[config.mk]
export PLATFORM = sky130hd
export DESIGN_NAME = round_sequencer
export DESIGN_NICKNAME = d
export VERILOG_FILES = /design/src/rtl/round_sequencer_pkg.sv /design/src/rtl/round_sequencer_tick_timer.sv /design/src/rtl/round_sequencer.sv
export SDC_FILE = /design/constraint.sdc
export NUM_CORES = 1
export LEC_CHECK = 0
export ABC_AREA = 1
export CAP_MARGIN = 0
export CORE_ASPECT_RATIO = 0.7
export CORE_MARGIN = 5
export CORE_UTILIZATION = 47
export CTS_BUF_LIST = sky130_fd_sc_hd__clkbuf_8
export DETAILED_ROUTE_END_ITERATION = 10
export GPL_TIMING_DRIVEN = 0
export PLACE_DENSITY = 0.7
export SLEW_MARGIN = 5
export SYNTH_ARGS = -nofsm -noshare
export SYNTH_HDL_FRONTEND = slang
export SYNTH_SLANG_ARGS = --single-unit
[constraint.sdc]
create_clock -name clk -period 2.4 [get_ports clk]
set_clock_uncertainty 0.15 [all_clocks]
set_input_delay 0.48 -clock clk [delete_from_list [all_inputs] [get_ports clk]]
set_output_delay 0.48 -clock clk [all_outputs]
set_load 0.005 [all_outputs]
[src/rtl/round_sequencer_pkg.sv]
// Shared types, widths and the code-to-lamp encoding for the Simon Says game controller.
package round_sequencer_pkg;

    localparam int unsigned ROUND_W = 6;
    localparam int unsigned LAMP_W  = 4;
    localparam int unsigned CODE_W  = 2;

    typedef enum logic [2:0] {
        IDLE,
        SHOW_ON,
        SHOW_GAP,
        WAIT_PRESS,
        WAIT_RELEASE,
        CHECK,
        WIN,
        LOSE
    } state_t;

    // One-hot lamp for a segment code; verify_input uses the same mapping.
    function automatic logic [LAMP_W-1:0] code2lamp(input logic [CODE_W-1:0] code);
        return LAMP_W'(1) << code;
    endfunction

endpackage

[src/rtl/round_sequencer_tick_timer.sv]
// Free-running cycle counter with synchronous clear; saturates instead of wrapping.
module round_sequencer_tick_timer #(
    parameter int unsigned W = 4
) (
    input  logic         clk,
    input  logic         reset,
    input  logic         clear_i,
    input  logic         en_i,
    input  logic [W-1:0] limit_i,
    output logic [W-1:0] count_o,
    output logic         done_o
);

    logic [W-1:0] count_q;

    // Count cycles spent in the current phase.
    always_ff @(posedge clk) begin
        if (reset) begin
            count_q <= '0;
        end else if (clear_i) begin
            count_q <= '0;
        end else if (en_i && (count_q != '1)) begin
            count_q <= count_q + W'(1);
        end
    end

    assign count_o = count_q;
    assign done_o  = (count_q == limit_i);

endmodule

[src/rtl/round_sequencer.sv]
// Game-level controller: plays back the sequence, collects presses, tracks rounds and score.
module round_sequencer
    import round_sequencer_pkg::*;
#(
    parameter int unsigned MAX_ROUND     = 33,
    parameter int unsigned SHOW_TICKS    = 25,
    parameter int unsigned GAP_TICKS     = 10,
    parameter int unsigned TIMEOUT_TICKS = 500
) (
    input  logic               clk,
    input  logic               reset,
    input  logic               start,
    input  logic [LAMP_W-1:0]  player_input,
    input  logic [CODE_W-1:0]  seg_val,
    input  logic               check_result,
    output logic [ROUND_W-1:0] check_round,
    output logic [LAMP_W-1:0]  press_code,
    output logic [LAMP_W-1:0]  lamp,
    output logic               busy,
    output logic               win,
    output logic               lose,
    output logic [ROUND_W-1:0] score
);

    localparam int unsigned MAX_TICKS =
        (SHOW_TICKS > GAP_TICKS) ?
            ((SHOW_TICKS > TIMEOUT_TICKS) ? SHOW_TICKS : TIMEOUT_TICKS) :
            ((GAP_TICKS  > TIMEOUT_TICKS) ? GAP_TICKS  : TIMEOUT_TICKS);
    localparam int unsigned TIMER_W = $clog2(MAX_TICKS + 1);

    localparam logic [TIMER_W-1:0] SHOW_LIMIT    = TIMER_W'(SHOW_TICKS - 1);
    localparam logic [TIMER_W-1:0] GAP_LIMIT     = TIMER_W'(GAP_TICKS - 1);
    localparam logic [TIMER_W-1:0] TIMEOUT_LIMIT = TIMER_W'(TIMEOUT_TICKS - 1);
    localparam logic               TIMEOUT_EN    = (TIMEOUT_TICKS != 0);
    localparam logic [ROUND_W-1:0] LAST_ROUND    = ROUND_W'(MAX_ROUND - 1);
    localparam logic [ROUND_W-1:0] SCORE_MAX     = ROUND_W'(MAX_ROUND);

    state_t               state_q, state_d;
    logic [ROUND_W-1:0]   round_q, round_d;
    logic [ROUND_W-1:0]   check_round_q, check_round_d;
    logic [ROUND_W-1:0]   score_q, score_d;
    logic [LAMP_W-1:0]    press_q, press_d;
    logic [LAMP_W-1:0]    lamp_q, lamp_d;
    logic                 busy_q, busy_d;
    logic                 win_q, win_d;
    logic                 lose_q, lose_d;

    logic                 t_clear;
    logic [TIMER_W-1:0]   t_limit;
    logic [TIMER_W-1:0]   t_count;
    logic                 t_done;
    logic                 timeout_hit;

    // Single timer shared by the show, gap and press-timeout phases; restarts on each state entry.
    round_sequencer_tick_timer #(
        .W (TIMER_W)
    ) u_timer (
        .clk     (clk),
        .reset   (reset),
        .clear_i (t_clear),
        .en_i    (1'b1),
        .limit_i (t_limit),
        .count_o (t_count),
        .done_o  (t_done)
    );

    assign t_clear     = (state_d != state_q);
    assign t_limit     = (state_q == SHOW_GAP) ? GAP_LIMIT : SHOW_LIMIT;
    assign timeout_hit = TIMEOUT_EN && (t_count == TIMEOUT_LIMIT);

    // Next-state, counter and output decode. lamp is registered, so it trails the state by
    // one cycle: seg_val only becomes valid once the new check_round has been presented.
    always_comb begin
        state_d       = state_q;
        round_d       = round_q;
        check_round_d = check_round_q;
        score_d       = score_q;
        press_d       = press_q;
        lamp_d        = '0;

        case (state_q)
            IDLE, WIN, LOSE: begin
                if (start) begin
                    state_d       = SHOW_ON;
                    round_d       = '0;
                    score_d       = '0;
                    check_round_d = '0;
                end
            end
            SHOW_ON: begin
                lamp_d = code2lamp(seg_val);
                if (t_done) begin
                    state_d = SHOW_GAP;
                end
            end
            SHOW_GAP: begin
                if (t_done) begin
                    if (check_round_q < round_q) begin
                        check_round_d = check_round_q + ROUND_W'(1);
                        state_d       = SHOW_ON;
                    end else begin
                        check_round_d = '0;
                        press_d       = '0;
                        state_d       = WAIT_PRESS;
                    end
                end
            end
            WAIT_PRESS: begin
                if (player_input != '0) begin
                    press_d = player_input;
                    state_d = WAIT_RELEASE;
                end else if (timeout_hit) begin
                    state_d = LOSE;
                end
            end
            WAIT_RELEASE: begin
                lamp_d = press_q;
                if (player_input == '0) begin
                    state_d = CHECK;
                end
            end
            CHECK: begin
                if (!check_result) begin
                    state_d = LOSE;
                end else if (check_round_q < round_q) begin
                    check_round_d = check_round_q + ROUND_W'(1);
                    press_d       = '0;
                    state_d       = WAIT_PRESS;
                end else begin
                    if (score_q != SCORE_MAX) begin
                        score_d = score_q + ROUND_W'(1);
                    end
                    if (round_q == LAST_ROUND) begin
                        state_d = WIN;
                    end else begin
                        round_d       = round_q + ROUND_W'(1);
                        check_round_d = '0;
                        state_d       = SHOW_ON;
                    end
                end
            end
            default: begin
                state_d = IDLE;
            end
        endcase

        busy_d = (state_d != IDLE) && (state_d != WIN) && (state_d != LOSE);
        win_d  = (state_d == WIN);
        lose_d = (state_d == LOSE);
    end

    // State and datapath registers.
    always_ff @(posedge clk) begin
        if (reset) begin
            state_q       <= IDLE;
            round_q       <= '0;
            check_round_q <= '0;
            score_q       <= '0;
            press_q       <= '0;
            lamp_q        <= '0;
            busy_q        <= 1'b0;
            win_q         <= 1'b0;
            lose_q        <= 1'b0;
        end else begin
            state_q       <= state_d;
            round_q       <= round_d;
            check_round_q <= check_round_d;
            score_q       <= score_d;
            press_q       <= press_d;
            lamp_q        <= lamp_d;
            busy_q        <= busy_d;
            win_q         <= win_d;
            lose_q        <= lose_d;
        end
    end

    assign check_round = check_round_q;
    assign press_code  = press_q;
    assign lamp        = lamp_q;
    assign busy        = busy_q;
    assign win         = win_q;
    assign lose        = lose_q;
    assign score       = score_q;

endmodule
==> key figures, run 1 <==
Run
  • Maxcap violations: 0

Clocking
  • Setup Buffers After CTS: 0
  • H-tree depth: 2
  • Hold_buf cts: 0
  • Clock sink count: 41
  • Clk root buf: clkbuf_8
  • CTS Buf Count: 5
  • Clock Path Buffers: 2
  • Worst-Skew Late Latency: approximately 300 ps
  • Clk slew on worst S/H paths: around 80 ps
  • CTS tree: yes

Min path
  • Hold Path Class: reg2reg

Pwr
  • Total power: 3.072 mW
  • Pwr dens: just over 1000 nW/um2
  • Worst VDD drop: 0.0005530 V
  • Leak: 1.245 nW

Worst setup path
  • Crit Path Category: reg2reg
  • Reg-to-reg setup timing slack: 230 ps
  • Crit Path Max Fanout: 9
  • Critical Path Source Type: flop
  • Data arrival, critical path: ~2200 ps
  • CP Data Required Time: roughly 2500 ps
  • CP endpoint kind: flop

STA
  • Highest clock rate: around 0.46 GHz
  • Hold_ws: about 340 ps
  • Final Critical Period: between 2000 and 2500 ps
  • Setup ws final: ~230 ps
  • Worst slew pin tran: ~450 ps
  • Slew Viols, Final: 0
  • Final setup fails: 0
  • Slew margin rel.: ~70%
  • Period utilization: between 90% and 100%
  • Final Hold Vio Count: 0
  • Setup_tns: 0 ps
  • RSZ-0062 raised after global routing: no

Yosys
  • Top cells by count, synth: 91 x nand2_1, 48 x inv_1, 44 x nor2_1
  • Post-synth top area cell: dfxtp_1
  • Count leader, synth: nand2_1
  • Post-synth top flop: dfxtp_1
  • Synth Register Bits: slightly above 40
  • Post-synthesis cell area: approximately 2500 um2
  • Mapped Avg Cell Area: between 6 and 7 um2
  • Syn nets: 383
  • Netlist cell types: 31
  • Async set or reset register ratio after synthesis: 0%
  • Post-synth top area share: between 30% and 40%
  • Top post-synthesis cells by area: dfxtp_1 33%, nand2_1 14%, inv_1 7.3%
  • EDFF count, synth: 0
  • Sequential area share after synthesis: 33.16%
  • Synth warn: 0
  • Cells after synthesis: roughly 360

GRT
  • Largest net degree at the start of global routing: 14
  • Vias in the first global route: around 2100
  • Total track usage: about 17%
  • Gr ovfl total: 0
  • Global-route wire length before repair: around 9500 um
  • Initial antenna violation count: 0

Final layout
  • Net count, final: 421
  • Area Overhead vs Synth: 22.30%
  • Antenna fix cells: 0
  • Share of cells above drive strength 1: 11.00%
  • Util after Layout: between 50% and 60%

Floorplanning
  • Num rows: 22
  • Die area: slightly below 7000 um2
  • Die height: 70.71 um
  • Starting Density: a little under half
  • IO Pins: 33
  • Die width: ~97 um
  • Core Box Area: approximately 5200 um2

Route
  • ANT nets after route: 0
  • Final WL: approximately 5400 um
  • Detail-routed net length per standard cell: approximately 11 um
  • DRT Pass-1 Iters: 4
  • Drt drc: 0
  • Iteration-0 DRC Markers: roughly 150
  • Via count: about 2300
  • Via/cell ratio: 4.875

Placement
  • Number of buffers added on ports: 32
  • Pre-CTS setup slack: -41.61 ps
  • RD Place Congestion: 0.8835
  • Hpwl dp: ~4200 um

Run status
  • Status: complete, no violations
final timing paths:
kind / from / to / cells past startpoint
worst max register to register: round_q[5]$_SDFFE_PP0P_ / u_timer.count_o[8]$_SDFFE_PP0P_ / 12
worst min register to register: round_q[4]$_SDFFE_PP0P_ / round_q[5]$_SDFFE_PP0P_ / 1
worst min-delay path: round_q[4]$_SDFFE_PP0P_ / round_q[5]$_SDFFE_PP0P_ / 1
worst max-delay path: round_q[5]$_SDFFE_PP0P_ / u_timer.count_o[8]$_SDFFE_PP0P_ / 12
cell families after synthesis:
logic type / count (synthesis) / share of synthesized area (%)
DFF: 41 / 33.16
AOI/OAI and AO/OA: 38 / 9.050
buffers and inverters: 56 / 8.595
xor gates and xnor gates: 11 / 3.893
adders and majority gates: 12 / 6.067
and+or+nand+nor: 203 / 39.23
worst max-delay path: stages, from the launching register on:
cell and delay [ps]:
dfxtp_1 370, inv_1 70, ha_1 290, nand2_1 70, nor2_1 150, nand2_1 120, nand2_4 120, nand3_4 110
nand3_2 150, nor2_1 60, nor2_2 120, nand3_4 140, nor3_1 160
what timing repair did:
action                                  4_1_cts  5_1_grt
pin swaps                                     0        2
resized for setup                             2        8
endpoints found under the setup margin        9       14
gates cloned                                  0        0
final cells by class:
| type | instances | area (um2) |
|---|---|---|
| fill | 496 | 2148 |
| timing repair buffer | 32 | 320.3 |
| tap | 72 | 90.09 |
| inverter | 54 | 205.2 |
| sequential | 41 | 824.5 |
| buffer | 1 | 3.754 |
| multi-input combinational | 264 | 1471 |
| clock buffer | 5 | 68.82 |
| clock inverter | 3 | 42.54 |
per-stage QoR:
step | area [um2] | std cells
floorplan | 2475 | 361
global placement | 2885 | 465
detailed placement | 2885 | 465
CTS | 3005 | 473
global route | 3027 | 472
finish | 3027 | 472
placed cells by master (no fill, tap or decap), types with 5 or more instances in the layout:
cell and count:
nor2_1 43, clkdlybuf4s50_1 32, o21ai_0 10, ha_1 12
clkbuf_8 5, xor2_1 10, inv_1 49, nand3_1 27
dfxtp_1 38, nor3_1 19, nand2_1 89, a21oi_1 18
inv_2 5
power breakdown:
group / internal, mW / switching [mW] / total [mW]
combinational: 0.572 / 1.00 / 1.57
clock: 0.308 / 0.258 / 0.566
sequential: 0.803 / 0.131 / 0.934
state kept, by name (all words and copies together), names as in the netlist:
signal	cells
press_code	4
busy	1
u_timer.count_o	9
state_q	3
win	1
lose	1
lamp	4
score	6
check_round	6
round_q	6
metal layers:
layer  global-route usage [%]  wire, um  vias to the layer above
met3                    4.532       258                        8
met5                        0         0                        -
li1                         -         -                     1227
met4                    4.206        57                        0
met2                    24.46      2077                       52
met1                    23.86      3028                     1014
Power figures use the tool's default switching activity.
==> inputs of run 2 (changes only) <==
--- a/config.mk
+++ b/config.mk
@@ -6,9 +6,9 @@
 export NUM_CORES = 1
 export LEC_CHECK = 0
 export ABC_AREA = 1
+export ABC_CLOCK_PERIOD_IN_PS = 2400
 export CAP_MARGIN = 0
 export CORE_ASPECT_RATIO = 0.7
-export CORE_MARGIN = 5
 export CORE_UTILIZATION = 47
 export CTS_BUF_LIST = sky130_fd_sc_hd__clkbuf_8
 export DETAILED_ROUTE_END_ITERATION = 10
==> run 2 against run 1 <==
Effect of this change: total power is 0.52% higher; worst setup slack lost 39 ps; non-clock buffer count grew 1; cell area is 1.1% higher; global-route usage increased by 5.1 points; critical path depth did not move; sequential power is 0.5% higher; utilization increased by 3.8 points; combinational power increased by 6%; sequential cell count is the same; sequential share of layout area decreased by 0.30 points.
==> key figures, run 2 (synthesis results as in run 1) <==
Run status
  • Status: complete, no violations

STA
  • RSZ-0062 raised after global routing: no
  • Hold_ws: roughly 330 ps
  • Final Critical Period: 2205 ps
  • Final Hold Vio Count: 0
  • Slew margin rel.: a little under three quarters
  • Highest clock rate: between 0.4 and 0.5 GHz
  • Slew Viols, Final: 0
  • Final setup fails: 0
  • Setup ws final: 194.6 ps
  • Period utilization: 91.89%
  • Worst slew pin tran: approximately 430 ps

Min path
  • Hold Path Cell Cnt: 1
  • Min-delay src: round_q[5]$_SDFFE_PP0P_
  • Hold Path Class: reg2reg
  • Hold Crit Endpoint: round_q[5]$_SDFFE_PP0P_

Route
  • Via/cell ratio: approximately 5
  • Final WL: between 5000 and 6000 um
  • Iteration-0 DRC Markers: 214
  • Drt drc: 0
  • ANT nets after route: 0
  • Detail-routed net length per standard cell: 11.76 um
  • DRT Pass-1 Iters: 4
  • Via count: around 2300

Worst setup path
  • Crit Path Max Fanout: 6
  • Max stage delay on crit path: about 400 ps
  • CP endpoint kind: flop
  • Worst Setup SP: round_q[3]$_SDFFE_PP0P_
  • Critical Path Source Type: flop
  • R2r startpoint: round_q[3]$_SDFFE_PP0P_
  • Reg-to-reg setup timing slack: between 150 and 200 ps
  • CP max stage cell: dfxtp_2
  • Data arrival, critical path: approximately 2300 ps
  • CP Data Required Time: 2480 ps
  • CP Cell Sequence: inv_1, ha_1, nand2_1, nor2_2, nand2_1, nand2_4, nand3_4, nand3_2, nor2_1, nor2_2, nand3_4, nor3_1
  • Reg2Reg Depth: 12
  • R2r endpoint: u_timer.count_o[7]$_SDFFE_PP0P_
  • Crit Path Category: reg2reg

GRT
  • Total track usage: between 20% and 30%
  • GRT busiest layer: met1
  • Vias in the first global route: ~2100
  • Global-route wire length before repair: around 9300 um
  • M2 GR Usage: between 30% and 40%
  • GRT met1 Usage: about a third
  • M3 GR Usage: just over 5%
  • Initial antenna violation count: 0
  • Gr ovfl total: 0
  • Largest net degree at the start of global routing: 16

Placement
  • Hpwl dp: about 4000 um
  • Number of buffers added on ports: 32
  • RD Place Congestion: approximately 0.84
  • DP Cell Count: around 460
  • Pre-CTS setup slack: -56.31 ps

Floorplanning
  • IO Pins: 33
  • Starting Density: just over 50%
  • Core Box Area: roughly 4900 um2
  • Num rows: 21
  • Die area: between 5000 and 6000 um2
  • Die height: between 60 and 70 um
  • Die width: 88.73 um

Final layout
  • Max reg flops: 9
  • Fin cells: around 470
  • Util after Layout: 62.29%
  • Fill cell count: 478
  • Area Overhead vs Synth: 23.66%
  • Net count, final: between 400 and 500
  • Most common cell after layout, fill and taps aside: nand2_1
  • Commonest cells after routing, fill and taps aside: 88 x nand2_1, 48 x inv_1, 42 x nor2_1, 38 x dfxtp_1, 32 x clkdlybuf4s50_1
  • Antenna fix cells: 0
  • Share of cells above drive strength 1: 12.69%

Clocking
  • Worst-Skew Late Latency: 300 ps
  • CTS Buf Count: 5
  • Clk slew on worst S/H paths: 90 ps
  • Clock Path Buffers: 2
  • CTS tree: yes
  • Clock sink count: slightly above 40
  • Clk root buf: clkbuf_8
  • H-tree depth: 2
  • Hold_buf cts: 0

Pwr
  • Worst VDD drop: approximately 0.00069 V
  • Pwr dens: 1009 nW/um2
  • Leak: 1.240 nW

Run
  • Maxcap violations: 0
[run 2: layer usage]
metal,share of wire (%),vias to the layer above
met1,53,1010
met5,0,-
li1,-,1239
met2,39,69
met3,7.5,6
met4,0.85,0
[run 2: metrics by stage]
step	power, mW	setup TNS (ps)	instance area [um2]
3_5_place_dp	2.488	-56.31	2882
4_1_cts	2.989	0	2983
3_3_place_gp	2.471	-16.90	2882
5_1_grt	3.369	0	3060
6_report	3.088	0	3060
2_1_floorplan	2.046	0	2475
[run 2: worst max-delay path by stage]
stage	endpoint	cells after the start
floorplan	u_timer.count_o[7]$_SDFFE_PP0P_	10
global placement	u_timer.count_o[7]$_SDFFE_PP0P_	10
detailed placement	u_timer.count_o[7]$_SDFFE_PP0P_	10
CTS	u_timer.count_o[7]$_SDFFE_PP0P_	10
global route	u_timer.count_o[6]$_SDFFE_PP0P_	13
finish	u_timer.count_o[7]$_SDFFE_PP0P_	12
[run 2: what timing repair did]
| action | 4_1_cts | 5_1_grt |
|---|---|---|
| gates resized for setup | 2 | 16 |
| cloned | 0 | 1 |
| setup endpoints to repair | 6 | 21 |
| pin swaps | 0 | 3 |
| setup buffers | 0 | 0 |
[run 2: power by group]
group	internal, mW	switching [mW]
Combinational	0.594	1.08
Clock	0.210	0.269
Sequential	0.803	0.135
[run 2: final cells by class]
| cell class | count | area (um2) | area share [%] |
|---|---|---|---|
| Buffer | 2 | 7.507 | 0.2453 |
| Multi-Input combinational cell | 265 | 1523 | 49.75 |
| Timing Repair Buffer | 32 | 320.3 | 10.47 |
| Tap cell | 69 | 86.33 | 2.821 |
| Inverter | 54 | 205.2 | 6.705 |
| Clock buffer | 5 | 68.82 | 2.249 |
| Sequential cell | 41 | 824.5 | 26.94 |
| Clock inverter | 3 | 25.02 | 0.8177 |
[run 2: worst max-delay path, delay by kind of cell (launching register included)]
family / cells / cell delay [ps]
simple gates: 10 / 1200
flops: 1 / 400
fa+ha+maj: 1 / 290
buf+inv: 1 / 90
==> inputs of run 3 (changes only) <==
--- a/config.mk
+++ b/config.mk
@@ -6,7 +6,7 @@
 export NUM_CORES = 1
 export LEC_CHECK = 0
 export ABC_AREA = 1
-export ABC_CLOCK_PERIOD_IN_PS = 2400
+export ABC_CLOCK_PERIOD_IN_PS = 2500
 export CAP_MARGIN = 0
 export CORE_ASPECT_RATIO = 0.7
 export CORE_UTILIZATION = 47
==> constraint.sdc (replaced) <==
create_clock -name clk -period 2.5 [get_ports clk]
set_clock_uncertainty 0.15 [all_clocks]
set_input_delay 0.25 -clock clk [delete_from_list [all_inputs] [get_ports clk]]
set_output_delay 0.25 -clock clk [all_outputs]
set_load 0.005 [all_outputs]
==> run 3 against run 2 <==
Effect of this change: worst setup slack improved by 11 ps; largest cell class unchanged; via count decreased by 1.2%; final cell count decreased by 0.21%; first-iteration DRC count decreased by 29%; worst hold slack about the same; utilization decreased by 0.94 points; highest routed layer unchanged; critical path depth decreased by 2; largest power group unchanged; register-to-register slack about the same; combinational power decreased by 9.6%; clock power decreased by 3%; sequential power decreased by 4.3%.
==> key figures, run 3 (synthesis results as in run 1) <==
Clocking
  • Clock sink count: between 40 and 50
  • Clk root buf: clkbuf_8
  • Clock Path Buffers: 2
  • H-tree depth: 2
  • CTS Buf Count: 5
  • Worst-Skew Late Latency: 300 ps
  • Clk slew on worst S/H paths: approximately 90 ps
  • CTS tree: yes
  • Hold_buf cts: 0

Route
  • Drt drc: 0
  • Iteration-0 DRC Markers: between 150 and 200
  • Final WL: about 5400 um
  • Via count: 2296
  • Detail-routed net length per standard cell: approximately 11 um
  • DRT Pass-1 Iters: 4
  • Via/cell ratio: just under 5
  • ANT nets after route: 0

GRT
  • Vias in the first global route: around 2100
  • Largest net degree at the start of global routing: 16
  • Gr ovfl total: 0
  • Global-route wire length before repair: approximately 9300 um
  • Initial antenna violation count: 0
  • Total track usage: roughly 22%

Min path
  • Hold Path Cell Cnt: 1
  • Hold Path Class: reg2reg
  • Hold Crit Endpoint: round_q[5]$_SDFFE_PP0P_
  • Min-delay src: round_q[5]$_SDFFE_PP0P_

Worst setup path
  • Crit Path Category: reg2reg
  • Critical Path Source Type: flop
  • CP endpoint kind: flop
  • CP Data Required Time: 2540 ps
  • Crit Path Max Fanout: 8
  • Data arrival, critical path: around 2300 ps
  • R2r endpoint: u_timer.count_o[7]$_SDFFE_PP0P_
  • Reg2Reg Depth: 10
  • R2r startpoint: u_timer.count_o[0]$_SDFFE_PP0P_
  • Reg-to-reg setup timing slack: 210 ps

Floorplanning
  • Num rows: 21
  • Die width: between 80 and 90 um
  • Die area: 5564 um2
  • Core Box Area: approximately 4900 um2
  • Die height: roughly 63 um
  • IO Pins: 33
  • Starting Density: about 50%

Final layout
  • Fin cells: 470
  • Antenna fix cells: 0
  • Max reg flops: 9
  • Most common cell after layout, fill and taps aside: nand2_1
  • Fill cell count: between 400 and 500
  • Share of cells above drive strength 1: a little over a tenth
  • Net count, final: 422
  • Commonest cells after routing, fill and taps aside: 89 x nand2_1, 48 x inv_1, 44 x nor2_1, 40 x dfxtp_1, 32 x clkdlybuf4s50_1
  • Area Overhead vs Synth: 21.79%

Placement
  • Hpwl dp: ~4100 um
  • RD Place Congestion: 0.8427
  • Number of buffers added on ports: 32
  • DP Cell Count: between 400 and 500

STA
  • Final Hold Vio Count: 0
  • Period utilization: 91.79%
  • Slew margin rel.: between 70% and 80%
  • Slew Viols, Final: 0
  • Highest clock rate: around 0.44 GHz
  • Final Critical Period: 2295 ps
  • Worst slew pin tran: roughly 420 ps
  • RSZ-0062 raised after global routing: no
  • Setup_tns: 0 ps
  • Final setup fails: 0

Run
  • Maxcap violations: 0

Pwr
  • Pwr dens: roughly 950 nW/um2
  • Register share of total power: 31.3%
  • Leak: between 1 and 1.5 nW
  • Worst VDD drop: ~0.00065 V
  • Switching share of power: 47.26%
  • NetSw: 1.359 mW
  • Clock power frac: between 10% and 20%
  • Int Pwr: 1.517 mW
  • Comb power frac: between 50% and 60%

Run status
  • Status: complete, no violations
-- run 3: layout make-up --
class                      count  area [um2]  share of cell area [%]
tap                           69       86.33                   2.864
buffer                         2       7.507                  0.2491
clock buffer                   5       68.82                   2.283
clock inverter                 3       25.02                  0.8302
inverter                      54       205.2                   6.808
sequential                    41       822.0                   27.27
multi-input combinational    264        1479                   49.07
timing repair buffer          32       320.3                   10.63
-- run 3: worst max-delay path by stage --
stage / startpoint / endpoint / slack [ps] / depth (start not counted)
6_report: u_timer.count_o[0]$_SDFFE_PP0P_ / u_timer.count_o[7]$_SDFFE_PP0P_ / 210 / 10
5_1_grt: round_q[4]$_SDFFE_PP0P_ / u_timer.count_o[4]$_SDFFE_PP0P_ / 10 / 13
4_1_cts: u_timer.count_o[0]$_SDFFE_PP0P_ / u_timer.count_o[7]$_SDFFE_PP0P_ / 20 / 10
3_5_place_dp: u_timer.count_o[0]$_SDFFE_PP0P_ / u_timer.count_o[7]$_SDFFE_PP0P_ / 40 / 10
3_3_place_gp: u_timer.count_o[0]$_SDFFE_PP0P_ / u_timer.count_o[7]$_SDFFE_PP0P_ / 80 / 10
2_1_floorplan: u_timer.count_o[0]$_SDFFE_PP0P_ / u_timer.count_o[7]$_SDFFE_PP0P_ / 340 / 10
-- run 3: metrics by stage --
step / area [um2] / setup slack (ps) / total power, mW / hold slack [ps] / utilization (%)
floorplan: 2475 / 336.0 / 1.964 / 169.1 / -
global placement: 2882 / 83.10 / 2.372 / 324.5 / 58.65
detailed placement: 2882 / 43.69 / 2.389 / 322.2 / 58.65
CTS: 2975 / 22.19 / 2.868 / 335.2 / 60.56
global route: 3014 / 9.916 / 3.148 / 355.3 / 61.34
finish: 3014 / 205.2 / 2.876 / 330.9 / 61.34
-- run 3: metal layers --
| metal | part of all wire [%] | wire [um] | GRT usage [%] | vias up |
|---|---|---|---|---|
| met5 | 0 | 0 | 0 | - |
| met4 | 0.86 | 46 | 4.839 | 0 |
| met3 | 7.4 | 397 | 5.152 | 6 |
| met2 | 38 | 2050 | 30.67 | 61 |
| met1 | 54 | 2873 | 32.87 | 998 |
| li1 | - | - | - | 1231 |
-- run 3: critical path: stages, from the launching register on --
cell and delay, ps:
dfxtp_1 360, ha_1 240, nand3_1 110, nor3_1 50, ha_1 170, clkbuf_1 210
nor4_4 380, nand3_2 140, nor2_1 140, xor2_1 160, nor3_1 70
-- run 3: power groups by stage --
stage	sequential, mW	combinational [mW]	clock, mW
2_1_floorplan	0.891	1.07	0
3_3_place_gp	0.910	1.46	0
3_5_place_dp	0.908	1.48	0
4_1_cts	0.897	1.49	0.480
5_1_grt	0.918	1.72	0.509
6_report	0.899	1.51	0.463
-- run 3: repair_timing --
action | in CTS | in global routing
endpoints found under the hold margin | 0 | 0
setup buffers | 0 | 0
gates resized for setup | 0 | 8
setup endpoints to repair | 0 | 20
